==> config.mk <==
export PLATFORM = sky130hd
export DESIGN_NAME = wb_sched
export DESIGN_NICKNAME = d
export VERILOG_FILES = /design/src/rtl/wb_sched_pkg.sv /design/src/rtl/wb_sched_rr_pick6.sv /design/src/rtl/wb_sched.sv
export SDC_FILE = /design/constraint.sdc
export NUM_CORES = 1
export LEC_CHECK = 0
export ABC_AREA = 1
export CAP_MARGIN = 20
export CORE_MARGIN = 1.5
export CORE_UTILIZATION = 52
export DETAILED_ROUTE_END_ITERATION = 6
export PLACE_DENSITY = 0.77
export SYNTH_ARGS = -nofsm -noshare
export SYNTH_HDL_FRONTEND = slang
export SYNTH_SLANG_ARGS = --single-unit
==> constraint.sdc <==
create_clock -name clk -period 3.76 [get_ports clk]
set_input_delay 0.752 -clock clk [delete_from_list [all_inputs] [get_ports clk]]
set_output_delay 0.752 -clock clk [all_outputs]
set_load 0.01 [all_outputs]
==> src/rtl/wb_sched_pkg.sv <==
// Shared definitions for the write-back scheduler.
// Holds the WD mux source codes, the constant written by the stack-pointer
// init sequence, the scheduler state encodings and the round-robin pointer
// advance helper.
package wb_sched_pkg;

  // WD mux select codes
  localparam logic [2:0] SRC_ALU    = 3'd0;
  localparam logic [2:0] SRC_MEM    = 3'd1;
  localparam logic [2:0] SRC_HI     = 3'd2;
  localparam logic [2:0] SRC_LO     = 3'd3;
  localparam logic [2:0] SRC_SHIFT  = 3'd4;
  localparam logic [2:0] SRC_LINK   = 3'd5;
  localparam logic [2:0] SRC_SPINIT = 3'd6;

  // Value the WD mux presents on SRC_SPINIT
  localparam logic [7:0] SP_INIT_VAL = 8'd227;

  // Scheduler states
  localparam logic [1:0] ST_INIT_SP   = 2'd0;
  localparam logic [1:0] ST_RUN       = 2'd1;
  localparam logic [1:0] ST_LOAD_WAIT = 2'd2;

  // Pointer value after granting src: src+1, wrapping 5 -> 0
  function automatic logic [2:0] ptr_after(logic [2:0] src);
    return (src >= SRC_LINK) ? SRC_ALU : src + 3'd1;
  endfunction

endpackage

==> src/rtl/wb_sched_rr_pick6.sv <==
// Combinational round-robin picker over six requesters.
// Ports:
//   elig_i   - eligible request vector
//   ptr_i    - index searched first; search runs upward, wrapping mod 6
//   winner_o - index of the first eligible requester found
//   valid_o  - high when any requester is eligible
module rr_pick6 (
  input  logic [5:0] elig_i,
  input  logic [2:0] ptr_i,
  output logic [2:0] winner_o,
  output logic       valid_o
);

  logic [2:0] base;
  logic [2:0] idx;

  // Out-of-range pointers (6, 7) never occur; fold them onto 0 anyway.
  assign base = (ptr_i > 3'd5) ? 3'd0 : ptr_i;

  // Walk offsets from far to near so the nearest eligible index wins.
  always_comb begin
    winner_o = 3'd0;
    valid_o  = 1'b0;
    idx      = 3'd0;
    for (int k = 5; k >= 0; k--) begin
      if (base >= 3'(6 - k)) begin
        idx = base - 3'(6 - k);
      end else begin
        idx = base + 3'(k);
      end
      if (elig_i[idx]) begin
        winner_o = idx;
        valid_o  = 1'b1;
      end
    end
  end

endmodule

==> src/rtl/wb_sched.sv <==
// Write-back scheduler for the register-bank write port.
// Issues the stack-pointer init write after reset, then arbitrates six
// write-back sources round-robin, one write per cycle. The memory source can
// be held for LOAD_WAIT extra cycles until its data settles at the WD mux.
// Ports:
//   clk, reset - clock (rising edge), asynchronous active-low reset
//   req        - per-source request, held until granted
//   req_addr   - packed 5-bit destination addresses, source i at [5i+4:5i]
//   gnt        - one-hot grant pulse, coincides with the write cycle
//   wd_sel     - WD mux select (0..5 sources, 6 = SP init constant)
//   wr_addr    - register bank write address
//   reg_wr     - register bank write enable (never for register 0)
//   init_done  - sticky, set once the SP init write is issued
//   busy       - not in RUN, or a write is in progress
module wb_sched
  import wb_sched_pkg::*;
#(
  parameter int unsigned NSRC      = 6,
  parameter int unsigned LOAD_WAIT = 1,
  parameter int unsigned SP_ADDR   = 29
) (
  input  logic              clk,
  input  logic              reset,
  input  logic [NSRC-1:0]   req,
  input  logic [5*NSRC-1:0] req_addr,
  output logic [NSRC-1:0]   gnt,
  output logic [2:0]        wd_sel,
  output logic [4:0]        wr_addr,
  output logic              reg_wr,
  output logic              init_done,
  output logic              busy
);

  logic [1:0]      state_q, state_d;
  logic [2:0]      ptr_q, ptr_d;
  logic [2:0]      cnt_q, cnt_d;
  logic [NSRC-1:0] gnt_q, gnt_d;
  logic [2:0]      wd_sel_q, wd_sel_d;
  logic [4:0]      wr_addr_q, wr_addr_d;
  logic            reg_wr_q, reg_wr_d;
  logic            init_done_q, init_done_d;

  logic [NSRC-1:0] eligible;
  logic [2:0]      win;
  logic            win_vld;
  logic [4:0]      win_addr;

  // A requester still raising req during its own grant cycle is masked out.
  assign eligible = req & ~gnt_q;

  rr_pick6 u_pick (
    .elig_i   (eligible),
    .ptr_i    (ptr_q),
    .winner_o (win),
    .valid_o  (win_vld)
  );

  always_comb begin
    win_addr = 5'd0;
    for (int i = 0; i < NSRC; i++) begin
      if (win == 3'(i)) begin
        win_addr = req_addr[5*i +: 5];
      end
    end
  end

  always_comb begin
    state_d     = state_q;
    ptr_d       = ptr_q;
    cnt_d       = cnt_q;
    gnt_d       = '0;
    wd_sel_d    = wd_sel_q;
    wr_addr_d   = wr_addr_q;
    reg_wr_d    = 1'b0;
    init_done_d = init_done_q;
    case (state_q)
      ST_INIT_SP: begin
        wd_sel_d    = SRC_SPINIT;
        wr_addr_d   = 5'(SP_ADDR);
        reg_wr_d    = 1'b1;
        init_done_d = 1'b1;
        state_d     = ST_RUN;
      end
      ST_RUN: begin
        if (win_vld) begin
          wd_sel_d  = win;
          wr_addr_d = win_addr;
          if ((win == SRC_MEM) && (LOAD_WAIT != 0)) begin
            // Select the memory source now; the grant waits for its data.
            state_d = ST_LOAD_WAIT;
            cnt_d   = 3'(LOAD_WAIT);
          end else begin
            gnt_d[win] = 1'b1;
            reg_wr_d   = (win_addr != 5'd0);
            ptr_d      = ptr_after(win);
          end
        end
      end
      ST_LOAD_WAIT: begin
        if (cnt_q <= 3'd1) begin
          gnt_d[SRC_MEM] = 1'b1;
          reg_wr_d       = (wr_addr_q != 5'd0);
          ptr_d          = ptr_after(SRC_MEM);
          cnt_d          = 3'd0;
          state_d        = ST_RUN;
        end else begin
          cnt_d = cnt_q - 3'd1;
        end
      end
      default: state_d = ST_INIT_SP;
    endcase
  end

  always_ff @(posedge clk or negedge reset) begin
    if (!reset) begin
      state_q     <= ST_INIT_SP;
      ptr_q       <= 3'd0;
      cnt_q       <= 3'd0;
      gnt_q       <= '0;
      wd_sel_q    <= 3'd0;
      wr_addr_q   <= 5'd0;
      reg_wr_q    <= 1'b0;
      init_done_q <= 1'b0;
    end else begin
      state_q     <= state_d;
      ptr_q       <= ptr_d;
      cnt_q       <= cnt_d;
      gnt_q       <= gnt_d;
      wd_sel_q    <= wd_sel_d;
      wr_addr_q   <= wr_addr_d;
      reg_wr_q    <= reg_wr_d;
      init_done_q <= init_done_d;
    end
  end

  assign gnt       = gnt_q;
  assign wd_sel    = wd_sel_q;
  assign wr_addr   = wr_addr_q;
  assign reg_wr    = reg_wr_q;
  assign init_done = init_done_q;
  assign busy      = (state_q != ST_RUN) || reg_wr_q;

endmodule

==> flow_summary.yaml <==
flow_run:
  drv_cap: 0
cells_and_area:
  final_nets: 497
  n_antenna_cell: 0
  layout-drive-gt1-share_pct: 20.2
  n_fill_cell: 401
  syn_to_final_growth_pct: 33.1
  regArea_um2: 604
  finish.utilization_pct: 72.2
  multiInputGateArea_um2: 1750
cts:
  htreeDepth: 1
  clock_latency_ns: 0.27
  cts-buffers-inserted: 3
  clock-sinks: 24
  clockBufferDepth: 2
  holdBufCountCts: 0
  tritoncts: "built"
  path_clk_slew_ns: 0.08
  cts_root_buf: "clkbuf_8"
routing:
  routed-via-count: 2565
  post-route-drc-count: 0
  wl_per_cell_um: 13.0
  drt_iter0_drc: 116
  drtPass1Iterations: 4
  vias_per_cell: 5.05
  postRouteAntennaNets: 0
  finalWirelength_um: 6590
logic_synthesis:
  yosys.area_share.simple_pct: 47.1
  ys_seq_elements: 24
  synthAdderAreaFrac_pct: 8.30
  netlist_area_um2: 2560
  seq_area_frac_synth_pct: 23.4
  syn-num-nets: 428
  synthFlopType: "dfrtp_1"
  synth_top_family_by_area: "simple AND/OR/NAND/NOR gates"
  synth.top_cell.area_share_pct: 23.4
  synth-xor-area-share_pct: 1.32
  synth_top_area_cell: "dfrtp_1"
  synthMuxAreaShare_pct: 0
  synth_compound_area_share_pct: 9.62
  yosys_warnings: 0
  netlist_top_cells_area: "dfrtp_1, nand2_1, ha_1"
  async_flop_share_pct: 100
  netlist_instances: 373
  synth_area_per_cell_um2: 6.87
  synth_edf_count: 0
  ys_types: 43
global_routing:
  grt_max_degree: 25
  antenna_found_initial: 0
  overflow: 0
  grt_first_pass_wirelength_um: 10500
  grt.total_usage_pct: 24.9
  grt_pass1_vias: 2325
placement:
  place_hpwl_um: 5460
  gp_congestion: 0.890
  port_buffers: 54
critical_path:
  critPathTopFamily: "simple AND/OR/NAND/NOR gates"
  r2r_setup_slack_ns: 0.28
  worst_path_max_delay_cell: "dfrtp_2"
  slowest_delay_ns: 0.46
  rr_endpoint: "reg_wr$_DFF_PN0_"
  start_kind: "flip-flop"
  crit_fanout: 10
  r2r_start: "ptr_q[2]$_DFFE_PN0P_"
  reg2reg_depth: 26
  crit_arrival_ns: 3.64
  cp.required_ns: 3.92
  critPathBufInv: 5
  path_class: "flip-flop to flip-flop"
  cp.depth: 26
  timing.critical_path.mode_cell: "nand2_1"
  critPathCaptureType: "flip-flop"
floorplan:
  die_width_um: 73.2
  fp.dieH_um: 73.2
  core_um2: 4720
  ios: 55
  initial_core_util_pct: 54.3
  design.die.area_um2: 5360
  row_count: 25
min_path:
  worst_hold_path_type: "flip-flop to flip-flop"
  hp-start: "init_done$_DFFE_PN0P_"
  worstHoldPathCells: 1
  min_to: "init_done$_DFFE_PN0P_"
timing:
  min_period_over_period_pct: 92.4
  finClkSkew_ns: 0.00107
  fmax_ghz: 0.288
  worst_slew_pin_slew_ns: 0.470
  final-max-slew-violation-count: 0
  setup_viol_count_final: 0
  maxSlewHeadroom_pct: 68.4
  hold_viol_final: 0
  period_minus_slack_ns: 3.48
status:
  outcome: "finished, final reports clean"
## per-layer routing
layer,routed length [um],up-vias,share of wire (%),track usage (%)
met5,0,-,0,0
met4,51,0,0.77,6.29
met3,204,5,3.1,1.52
met2,3300,51,50,43.2
met1,3030,1170,46,33.7
li1,-,1339,-,-
## cell type report
class	instances	area share, %
well taps	67	2.46
multi-input cells	281	51.4
clock buffers	4	1.61
repair buffers	66	19.3
inverters	66	7.49
flip-flops and latches	24	17.7
## logic make-up (layout without fill, tap and decap cells)
| kind of cell | Yosys count | count (layout) |
|---|---|---|
| AOI/OAI and AO/OA | 40 | 40 |
| and+or+nand+nor | 221 | 221 |
| DFF | 24 | 24 |
| buffers and inverters | 68 | 136 |
| adders and majority gates | 17 | 17 |
| xor gates and xnor gates | 3 | 3 |
## sequential cells by signal, indices dropped and copies added, names as in the netlist
register / cells
ptr_q: 3
cnt_q: 3
state_q: 2
init_done: 1
reg_wr: 1
wr_addr: 5
wd_sel: 3
gnt: 6
## Yosys cell counts, types with 2 or more instances
library cell and n:
a21oi_2 2, nor2_8 3, inv_2 15, o21ai_2 3
o21ai_1 2, nor4_1 2, dfrtp_1 24, nor3_1 3
nand2_2 11, or2_1 3, nor2_1 13, nand3_2 5
o21ai_0 12, nand2_8 3, or2_0 5, inv_1 49
o22ai_1 3, nand4_1 9, nand3_4 3, a21oi_1 10
inv_4 2, nand3b_1 3, nand3_1 34, nand2_1 111
nand2_4 7, ha_1 17, or2_2 3
## layout by cell type, fill, tap and decap left out, types with 8 or more instances in the layout
cell | Yosys | final
a21oi_1 | 10 | 10
buf_4 | 0 | 9
clkdlybuf4s50_1 | 0 | 54
dfrtp_1 | 24 | 21
ha_1 | 17 | 11
inv_1 | 49 | 48
inv_2 | 15 | 16
nand2_1 | 111 | 110
nand2_2 | 11 | 11
nand2_4 | 7 | 8
nand3_1 | 34 | 34
nand4_1 | 9 | 9
nor2_1 | 13 | 13
o21ai_0 | 12 | 12
## worst max-delay path by stage
stage                    startpoint                    to
2_1_floorplan  ptr_q[2]$_DFFE_PN0P_  cnt_q[2]$_DFFE_PN0P_
3_3_place_gp                 req[5]      reg_wr$_DFF_PN0_
3_5_place_dp                 req[5]      reg_wr$_DFF_PN0_
6_report       ptr_q[2]$_DFFE_PN0P_      reg_wr$_DFF_PN0_
4_1_cts        ptr_q[2]$_DFFE_PN0P_      reg_wr$_DFF_PN0_
5_1_grt        ptr_q[1]$_DFFE_PN0P_      reg_wr$_DFF_PN0_
## metrics by stage
stage | hold WS [ns] | instances | worst slack [ns] | TNS [ns] | cell area [um2]
5_1_grt | 0.508 | 508 | -0.00330 | -0.00330 | 3410
3_5_place_dp | 0.464 | 497 | 0.0237 | 0 | 3210
6_report | 0.476 | 508 | 0.284 | 0 | 3410
4_1_cts | 0.487 | 501 | 0.0725 | 0 | 3270
3_3_place_gp | 0.452 | 497 | 0.0785 | 0 | 3210
2_1_floorplan | 0.456 | 373 | 0.414 | 0 | 2560
## timing repair
| item | CTS | global route |
|---|---|---|
| endpoints found under the hold margin | 0 | 0 |
| endpoints found under the setup margin | 0 | 14 |
| buffers inserted | 0 | 6 |
| resized for setup | 0 | 18 |
Power is not shown: default switching activity piles up to over one toggle a cycle in this logic, so the estimate is an artifact.
